==> config.mk <==
export PLATFORM = sky130hd
export DESIGN_NAME = eth_tx_frame_arbiter
export DESIGN_NICKNAME = d
export VERILOG_FILES = /design/src/rtl/eth_tx_frame_arbiter.sv
export SDC_FILE = /design/constraint.sdc
export NUM_CORES = 1
export LEC_CHECK = 0
export CAP_MARGIN = 10
export CORE_MARGIN = 4
export CORE_UTILIZATION = 40
export DETAILED_ROUTE_END_ITERATION = 12
export PLACE_DENSITY = 0.61
export SYNTH_ARGS = -nofsm -noshare
export SYNTH_HDL_FRONTEND = slang
export SYNTH_SLANG_ARGS = --single-unit
export TNS_END_PERCENT = 100
==> constraint.sdc <==
create_clock -name tx_fifo_aclk -period 4.7 [get_ports tx_fifo_aclk]
set_input_delay 0.705 -clock tx_fifo_aclk [delete_from_list [all_inputs] [get_ports tx_fifo_aclk]]
set_output_delay 0.705 -clock tx_fifo_aclk [all_outputs]
set_load 0.02 [all_outputs]
==> src/rtl/eth_tx_frame_arbiter.sv <==
// Frame-level round-robin arbiter in front of the tx client FIFO write port.
// Whole frames are forwarded per grant; frames longer than MAX_LEN are cut and the rest is drained.
module eth_tx_frame_arbiter #(
    parameter int unsigned NUM_SRC    = 2,
    parameter int unsigned MAX_LEN    = 1518,
    parameter int unsigned GAP_CYCLES = 1
) (
    input  logic                 tx_fifo_aclk,
    input  logic                 tx_fifo_resetn,
    input  logic [8*NUM_SRC-1:0] s_axis_tdata,
    input  logic [NUM_SRC-1:0]   s_axis_tvalid,
    input  logic [NUM_SRC-1:0]   s_axis_tlast,
    output logic [NUM_SRC-1:0]   s_axis_tready,
    output logic [7:0]           m_axis_tdata,
    output logic                 m_axis_tvalid,
    output logic                 m_axis_tlast,
    input  logic                 m_axis_tready,
    output logic [NUM_SRC-1:0]   grant,
    output logic                 trunc_err,
    output logic                 busy
);
    localparam int unsigned IDX_W = (NUM_SRC > 1) ? $clog2(NUM_SRC) : 1;
    localparam int unsigned CNT_W = 16;
    localparam int unsigned GAP_W = 4;
    localparam logic [CNT_W-1:0] LAST_CNT = CNT_W'(MAX_LEN - 32'd1);
    localparam logic [GAP_W-1:0] GAP_LAST = GAP_W'((GAP_CYCLES == 0) ? 32'd0 : GAP_CYCLES - 32'd1);

    typedef enum logic [1:0] {IDLE, PASS, DRAIN, GAP} state_t;

    state_t             state, state_nxt;
    logic [IDX_W-1:0]   ptr, ptr_nxt;
    logic [IDX_W-1:0]   gidx, gidx_nxt;
    logic [NUM_SRC-1:0] grant_nxt;
    logic [CNT_W-1:0]   cnt, cnt_nxt;
    logic [GAP_W-1:0]   gap_cnt, gap_cnt_nxt;
    logic               trunc_nxt;
    logic               found;
    logic [IDX_W-1:0]   win, cand;
    logic [7:0]         sel_data;
    logic               sel_valid, sel_last;
    logic               at_limit;

    // Round-robin search: first requester strictly after the pointer, wrapping.
    always_comb begin
        found = 1'b0;
        win   = ptr;
        cand  = ptr;
        for (int unsigned k = 1; k <= NUM_SRC; k++) begin
            cand = IDX_W'((32'(ptr) + k) % NUM_SRC);
            if (!found && s_axis_tvalid[cand]) begin
                found = 1'b1;
                win   = cand;
            end
        end
    end

    // Granted source mux.
    always_comb begin
        sel_data  = '0;
        sel_valid = 1'b0;
        sel_last  = 1'b0;
        for (int unsigned i = 0; i < NUM_SRC; i++) begin
            if (gidx == IDX_W'(i)) begin
                sel_data  = s_axis_tdata[8*i +: 8];
                sel_valid = s_axis_tvalid[i];
                sel_last  = s_axis_tlast[i];
            end
        end
    end

    assign at_limit = (cnt == LAST_CNT);

    always_comb begin
        state_nxt     = state;
        ptr_nxt       = ptr;
        gidx_nxt      = gidx;
        grant_nxt     = grant;
        cnt_nxt       = cnt;
        gap_cnt_nxt   = gap_cnt;
        trunc_nxt     = 1'b0;
        s_axis_tready = '0;
        m_axis_tdata  = '0;
        m_axis_tvalid = 1'b0;
        m_axis_tlast  = 1'b0;
        unique case (state)
            IDLE: begin
                if (found) begin
                    state_nxt = PASS;
                    ptr_nxt   = win;
                    gidx_nxt  = win;
                    grant_nxt = NUM_SRC'(1) << win;
                    cnt_nxt   = '0;
                end
            end
            PASS: begin
                m_axis_tdata        = sel_data;
                m_axis_tvalid       = sel_valid;
                m_axis_tlast        = sel_last | at_limit;
                s_axis_tready[gidx] = m_axis_tready;
                if (sel_valid && m_axis_tready) begin
                    cnt_nxt = cnt + CNT_W'(1);
                    if (sel_last) begin
                        state_nxt   = GAP;
                        grant_nxt   = '0;
                        gap_cnt_nxt = '0;
                    end else if (at_limit) begin
                        // Forced tlast already went out on this beat; discard the remainder.
                        state_nxt = DRAIN;
                        trunc_nxt = 1'b1;
                    end
                end
            end
            DRAIN: begin
                s_axis_tready[gidx] = 1'b1;
                if (sel_valid && sel_last) begin
                    state_nxt   = GAP;
                    grant_nxt   = '0;
                    gap_cnt_nxt = '0;
                end
            end
            GAP: begin
                if (gap_cnt == GAP_LAST) begin
                    state_nxt = IDLE;
                end else begin
                    gap_cnt_nxt = gap_cnt + GAP_W'(1);
                end
            end
            default: state_nxt = IDLE;
        endcase
    end

    always_ff @(posedge tx_fifo_aclk or negedge tx_fifo_resetn) begin
        if (!tx_fifo_resetn) begin
            state     <= IDLE;
            ptr       <= IDX_W'(NUM_SRC - 32'd1);
            gidx      <= '0;
            grant     <= '0;
            cnt       <= '0;
            gap_cnt   <= '0;
            trunc_err <= 1'b0;
            busy      <= 1'b0;
        end else begin
            state     <= state_nxt;
            ptr       <= ptr_nxt;
            gidx      <= gidx_nxt;
            grant     <= grant_nxt;
            cnt       <= cnt_nxt;
            gap_cnt   <= gap_cnt_nxt;
            trunc_err <= trunc_nxt;
            busy      <= (state_nxt != IDLE);
        end
    end
endmodule
======== After elaboration in Yosys (flattened, before gate mapping) ========
Cells that the tools add are included.
storage, ports and cells
  memory bits (writable) .................. 0
  memories kept ........................... 0
  bits of input ports ..................... 23
  bits in latches ......................... 0
  bits in read-only memories .............. 0
  flip-flop bits (word level) ............. 28
cells by class
  $lt $le $gt $ge ......................... 4
  bitwise logic cells ..................... 2
  equal/unequal tests ..................... 9
  multipliers ............................. 0
  $add $sub $neg .......................... 4
  shifts and indexed selects .............. 1
  multiplexer cells ....................... 41
  reduce and logical (&&, ||, !) cells .... 15
  divide/modulo/power cells ............... 0
operators by type and width
  kind                                                                          number
  16-bit 2-to-1 mux                                                             2
  16-bit one-hot mux with 2 select lines                                        1
  2-bit 2-to-1 mux                                                              10
  1-bit 2-to-1 mux                                                              17
  16-bit by 1-bit adder with 16-bit output, second input constant               1
  16-bit by 11-bit == test with 1-bit output, second input constant             1
  4-bit 2-to-1 mux                                                              4
  8-bit 2-to-1 mux                                                              2
  4-bit one-hot mux with 3 select lines                                         1
  2-bit inequality test, second input constant                                  5
  5-bit AND reduction                                                           2
  2-bit one-hot mux with 4 select lines                                         1
  1-bit by 2-bit less-than comparator with 1-bit output, second input constant  3
  2-bit one-hot mux with 3 select lines                                         1
  3-bit nonzero test                                                            2
  4-bit by 1-bit adder with 4-bit output, second input constant                 1
  2-bit == test, second input constant                                          2
  1-bit logical AND                                                             4
  4-bit zero test                                                               1
  2-bit one-hot mux with 2 select lines                                         1
  2-bit nonzero test                                                            2
  3-bit AND reduction                                                           1
  1-bit adder, second input constant                                            2
  2-bit AND                                                                     1
  other kinds (8)                                                               8

======== Logic depth before layout (Yosys ltp) ========
  depth in word-level cells ............... 10
  mapped depth ............................ 9

======== Least setup slack after synthesis ========
Ideal clock, no wire load.
  path kind ............................... register to output
  start ................................... register cnt[1]
  end ..................................... output port m_axis_tlast
  arrival time ............................ 1.947 ns
  stages on the path, launching flop included .. 6
  setup slack ............................. 2.048 ns
  path buffers ............................ 0
  path through ............................ dfrtp_1 > inv_1 > ha_1 > or4b_4 > or4_4 > a21boi_1
between the ends
  longest elaborated chain between the ends .. 3
ends and longest elaborated chain
  element                                     RTL line  source
  from (decl)                                 34        logic [CNT_W-1:0] cnt, cnt_nxt;
  from (signal assigned)                      147       cnt <= cnt_nxt;
  16-bit by 11-bit == test with 1-bit output  71        assign at_limit = (cnt == LAST_CNT);
  1-bit bitwise OR                            98        m_axis_tlast = sel_last | at_limit;
  1-bit 2-to-1 mux                            85        unique case (state)
  to (decl)                                   16        output logic m_axis_tlast,
Every way passes these cells.

======== Worst setup path after layout ========
Same ends and word-level chain as after synthesis.

==> results_tabular.tex <==
\begin{tabular}{lr}
\hline
Metric & Value \\
\hline
\multicolumn{2}{l}{\textbf{Logic synthesis}} \\
Number of library cell types mapped by synthesis & 47 \\
Count of yosys warnings during synthesis & 0 \\
Post-synthesis share of cell area spent on full adders, half adders and majority gates & 6.66\% \\
Main synth FF type & sky130\_fd\_sc\_hd\_\_dfrtp\_1 \\
Multiplexer share of the synthesized area & 7.13\% \\
Area contributors post-synth & sky130\_fd\_sc\_hd\_\_dfrtp\_1 36\%, sky130\_fd\_sc\_hd\_\_ha\_1 6.7\%, sky130\_fd\_sc\_hd\_\_xor2\_1 6.5\% \\
Post-synthesis sequential area ratio & between 30\% and 40\% \\
Number of synthesized flops with an enable pin & 0 \\
Combinational family with the most area after synthesis & simple AND/OR/NAND/NOR gates \\
Xor/xnor cell area share of the yosys netlist & 6.53\% \\
Total nets after synthesis & 229 \\
Share of synthesized flip-flops with an asynchronous set or reset & 100\% \\
Yosys top cell by area & sky130\_fd\_sc\_hd\_\_dfrtp\_1 \\
Number of storage elements in the synthesis netlist & 28 \\
Mean Syn Cell Area & around 9.6 sq um \\
Area fraction in and, or, nand and nor cells after synthesis & 27.5\% \\
Summed instance area of the synthesized netlist & 0.00188 sq mm \\
Area fraction in compound gates after synthesis & between 10\% and 20\% \\
Synthesized netlist cell count & 196 \\
Post-synth top area share & between 30\% and 40\% \\
\multicolumn{2}{l}{\textbf{Floorplanning}} \\
Die height & roughly 77 um \\
Top-Level Pins & 39 \\
Starting density of the core & around 42\% \\
Core Area & 0.00444 sq mm \\
Area enclosed by the die boundary & between 0.005 and 0.006 sq mm \\
Width of the chip & 76.5 um \\
Floorplan row count & 24 \\
\multicolumn{2}{l}{\textbf{Setup path}} \\
Number of cells on the worst reg-to-reg path & 7 \\
Peak fanout along the critical path & 3 \\
Required arrival time at the worst endpoint & 3.99 ns \\
Reg2reg start & state[1] \\
Data arrival time of the critical path & 2.71 ns \\
Element type at the critical path start & flip-flop \\
Worst setup path start & cnt[1] \\
Critical R2R Capture & cnt[6] \\
Critical Path End Type & output pin \\
Critical path class & reg -> out \\
Termination of the worst setup path & m\_axis\_tlast \\
Setup slack of the most critical reg-to-reg path & 2.02 ns \\
\multicolumn{2}{l}{\textbf{Finish}} \\
Number of diodes & 0 \\
Area occupied by registers & 702 sq um \\
Area used by multi-input combinational logic & 0.00112 sq mm \\
Most common cell after layout, fill and taps aside & sky130\_fd\_sc\_hd\_\_clkdlybuf4s50\_1 \\
Fill cell instance count of the final layout & 393 \\
Share of layout cells above drive strength 1 & about 6.0\% \\
Area growth, synth to finish & 25.3\% \\
Number of nets in the layout & 266 \\
Leading cell types in the layout, fill and taps excluded & 38 x sky130\_fd\_sc\_hd\_\_clkdlybuf4s50\_1, 27 x sky130\_fd\_sc\_hd\_\_dfrtp\_1, 23 x sky130\_fd\_sc\_hd\_\_nor2\_1 \\
\multicolumn{2}{l}{\textbf{Clock tree}} \\
H-tree level count & 1 \\
Clock tree from TritonCTS & built \\
Clock transition at the registers of the reported paths & 0.09 ns \\
Setup bufs post-CTS & 0 \\
Clock buffers created by TritonCTS & 3 \\
Total of cells resized after clock tree synthesis & 0 \\
Number of sinks handled by clock tree synthesis & 28 \\
Worst-Skew Late Latency & between 0.2 and 0.3 ns \\
Worst-case clock buffer depth & 2 \\
Hold-fix buffers, CTS & 0 \\
CTS Root Cell & sky130\_fd\_sc\_hd\_\_clkbuf\_8 \\
\multicolumn{2}{l}{\textbf{Global route}} \\
Global-route wire length before repair & 7160 um \\
Number of global-route vias before repair & 1519 \\
Antenna violations before repair & 0 \\
GRT Util Overall & 14.6\% \\
Maximum number of pins on one net before global-route repair & 29 \\
Remaining global-route overflow & 0 \\
\multicolumn{2}{l}{\textbf{Timing}} \\
Worst Max-Slew Pin Slew & about 1.1 ns \\
Final hold slack & 0.504 ns \\
Setup skew after layout & 0.00239 ns \\
Slew HR & 24.3\% \\
Final count of pins violating max slew & 0 \\
Post-route fraction of the period consumed by the critical path & 72.6\% \\
Minimum period implied by the final worst setup slack & 3.41 ns \\
Total setup violations reported at the end of the flow & 0 \\
Sum of negative setup slack & 0 ns \\
Number of failing hold endpoints at the final stage & 0 \\
RSZ-0062 raised after global routing & false \\
Highest clock frequency the design can meet & 293 MHz \\
\multicolumn{2}{l}{\textbf{Power and ir drop}} \\
Maximum VDD drop & 0.141 mV \\
Total power after layout & 1.05 mW \\
Total leakage power & approximately 1.1 nW \\
Power Density & between 400 and 500 mW/mm\^{}2 \\
\multicolumn{2}{l}{\textbf{Job}} \\
Maximum Capacitance Violations & 0 \\
\multicolumn{2}{l}{\textbf{Placement}} \\
Count of buffers from port buffering & 38 \\
Final weighted congestion of routability-driven global placement & a little under 0.8 \\
Half-perimeter wire length after placement & 3180 um \\
\multicolumn{2}{l}{\textbf{Route}} \\
Detail-routed via count per cell & 5.45 \\
Routed WL per cell & $\sim$15 um \\
Overall via count from detail\_route & 1547 \\
Remaining number of nets flagged by the antenna check after routing & 0 \\
DRC violations left & 0 \\
Total wire length & 4230 um \\
Number of design-rule violations left by the first detailed-router iteration & 119 \\
TritonRoute pass-1 iters & 4 \\
\multicolumn{2}{l}{\textbf{Min path}} \\
Type of the tightest min-delay check & reg -> reg \\
Depth of the worst hold-timing path & 1 \\
\multicolumn{2}{l}{\textbf{Status}} \\
Outcome & completed \\
\hline
\end{tabular}
metal layers:
metal / GRT usage [%] / vias up / wire length (um)
met5: 0 / - / 0
met4: 3.44 / 0 / 33
met3: 3.07 / 4 / 179
met2: 24.2 / 28 / 2080
met1: 19.5 / 750 / 1940
li1: - / 765 / -
report_power, final:
group,total [mW],internal (mW),switching (mW)
clock network,0.131,0.0607,0.0705
logic,0.581,0.272,0.309
registers,0.341,0.281,0.0600
total,1.05,0.613,0.440
Yosys cell counts (2+ instances only):
master,instances
sky130_fd_sc_hd__clkbuf_1,8
sky130_fd_sc_hd__nand4b_1,2
sky130_fd_sc_hd__and3_1,4
sky130_fd_sc_hd__a21o_1,2
sky130_fd_sc_hd__a31oi_1,2
sky130_fd_sc_hd__nand3_1,8
sky130_fd_sc_hd__xor2_1,14
sky130_fd_sc_hd__o21ai_0,3
sky130_fd_sc_hd__nand3b_1,3
sky130_fd_sc_hd__a32o_1,3
sky130_fd_sc_hd__nor2_1,23
sky130_fd_sc_hd__dfrtp_1,27
sky130_fd_sc_hd__nand4_1,8
sky130_fd_sc_hd__nor2b_1,13
sky130_fd_sc_hd__a21boi_1,3
sky130_fd_sc_hd__mux2i_1,10
sky130_fd_sc_hd__inv_1,7
sky130_fd_sc_hd__mux2_1,3
sky130_fd_sc_hd__nor3_1,3
sky130_fd_sc_hd__and2_1,2
sky130_fd_sc_hd__o21ai_1,2
sky130_fd_sc_hd__ha_1,10
sky130_fd_sc_hd__nand2_1,12
worst min path at each step:
stage                        start  slack (ns)       end
floorplan           tx_fifo_resetn        0.41      busy
global placement          grant[0]        0.48  grant[0]
detailed placement        grant[1]        0.49  grant[1]
CTS                       grant[1]        0.51  grant[1]
global route              grant[1]        0.53  grant[1]
finish                    grant[1]        0.50  grant[1]
worst max-delay path, stage by stage, from the launching register on:
cell                              delay (ns)
sky130_fd_sc_hd__dfrtp_1                0.41
sky130_fd_sc_hd__inv_1                  0.09
sky130_fd_sc_hd__ha_1                   0.13
sky130_fd_sc_hd__or4b_4                 0.45
sky130_fd_sc_hd__or4_4                  0.58
sky130_fd_sc_hd__a21boi_1               0.16
sky130_fd_sc_hd__clkdlybuf4s50_1        0.62
sequential cells by signal, indices dropped and copies added, names as in the netlist:
| register | cells |
|---|---|
| gap_cnt | 4 |
| state | 2 |
| ptr | 1 |
| busy | 1 |
| cnt | 16 |
| grant | 2 |
| trunc_err | 1 |
| gidx | 1 |
area by class of cell:
class | count | area share, %
Clock buffer | 4 | 1.91
Timing Repair Buffer | 40 | 16.8
Tap cell | 52 | 2.76
Sequential cell | 28 | 29.8
Inverter | 7 | 1.12
Multi-Input combinational cell | 153 | 47.6
kinds of logic (layout without fill, tap and decap cells):
group,after synthesis,in the layout
AOI/OAI and AO/OA,26,26
xor gates and xnor gates,14,14
adders and majority gates,10,10
buffers and inverters,15,51
DFF,28,28
muxes,13,13
and+or+nand+nor,90,90
through the flow:
step | area (sq um) | utilization (%) | worst slack [ns] | std cells
after floorplan | 1880 | - | 2.05 | 196
after global placement | 2310 | 51.9 | 1.62 | 280
after detailed placement | 2310 | 51.9 | 1.59 | 280
after CTS | 2350 | 53.0 | 1.28 | 284
after global routing | 2350 | 53.0 | 1.16 | 284
final | 2350 | 53.0 | 1.29 | 284
Power figures use the tool's default switching activity.
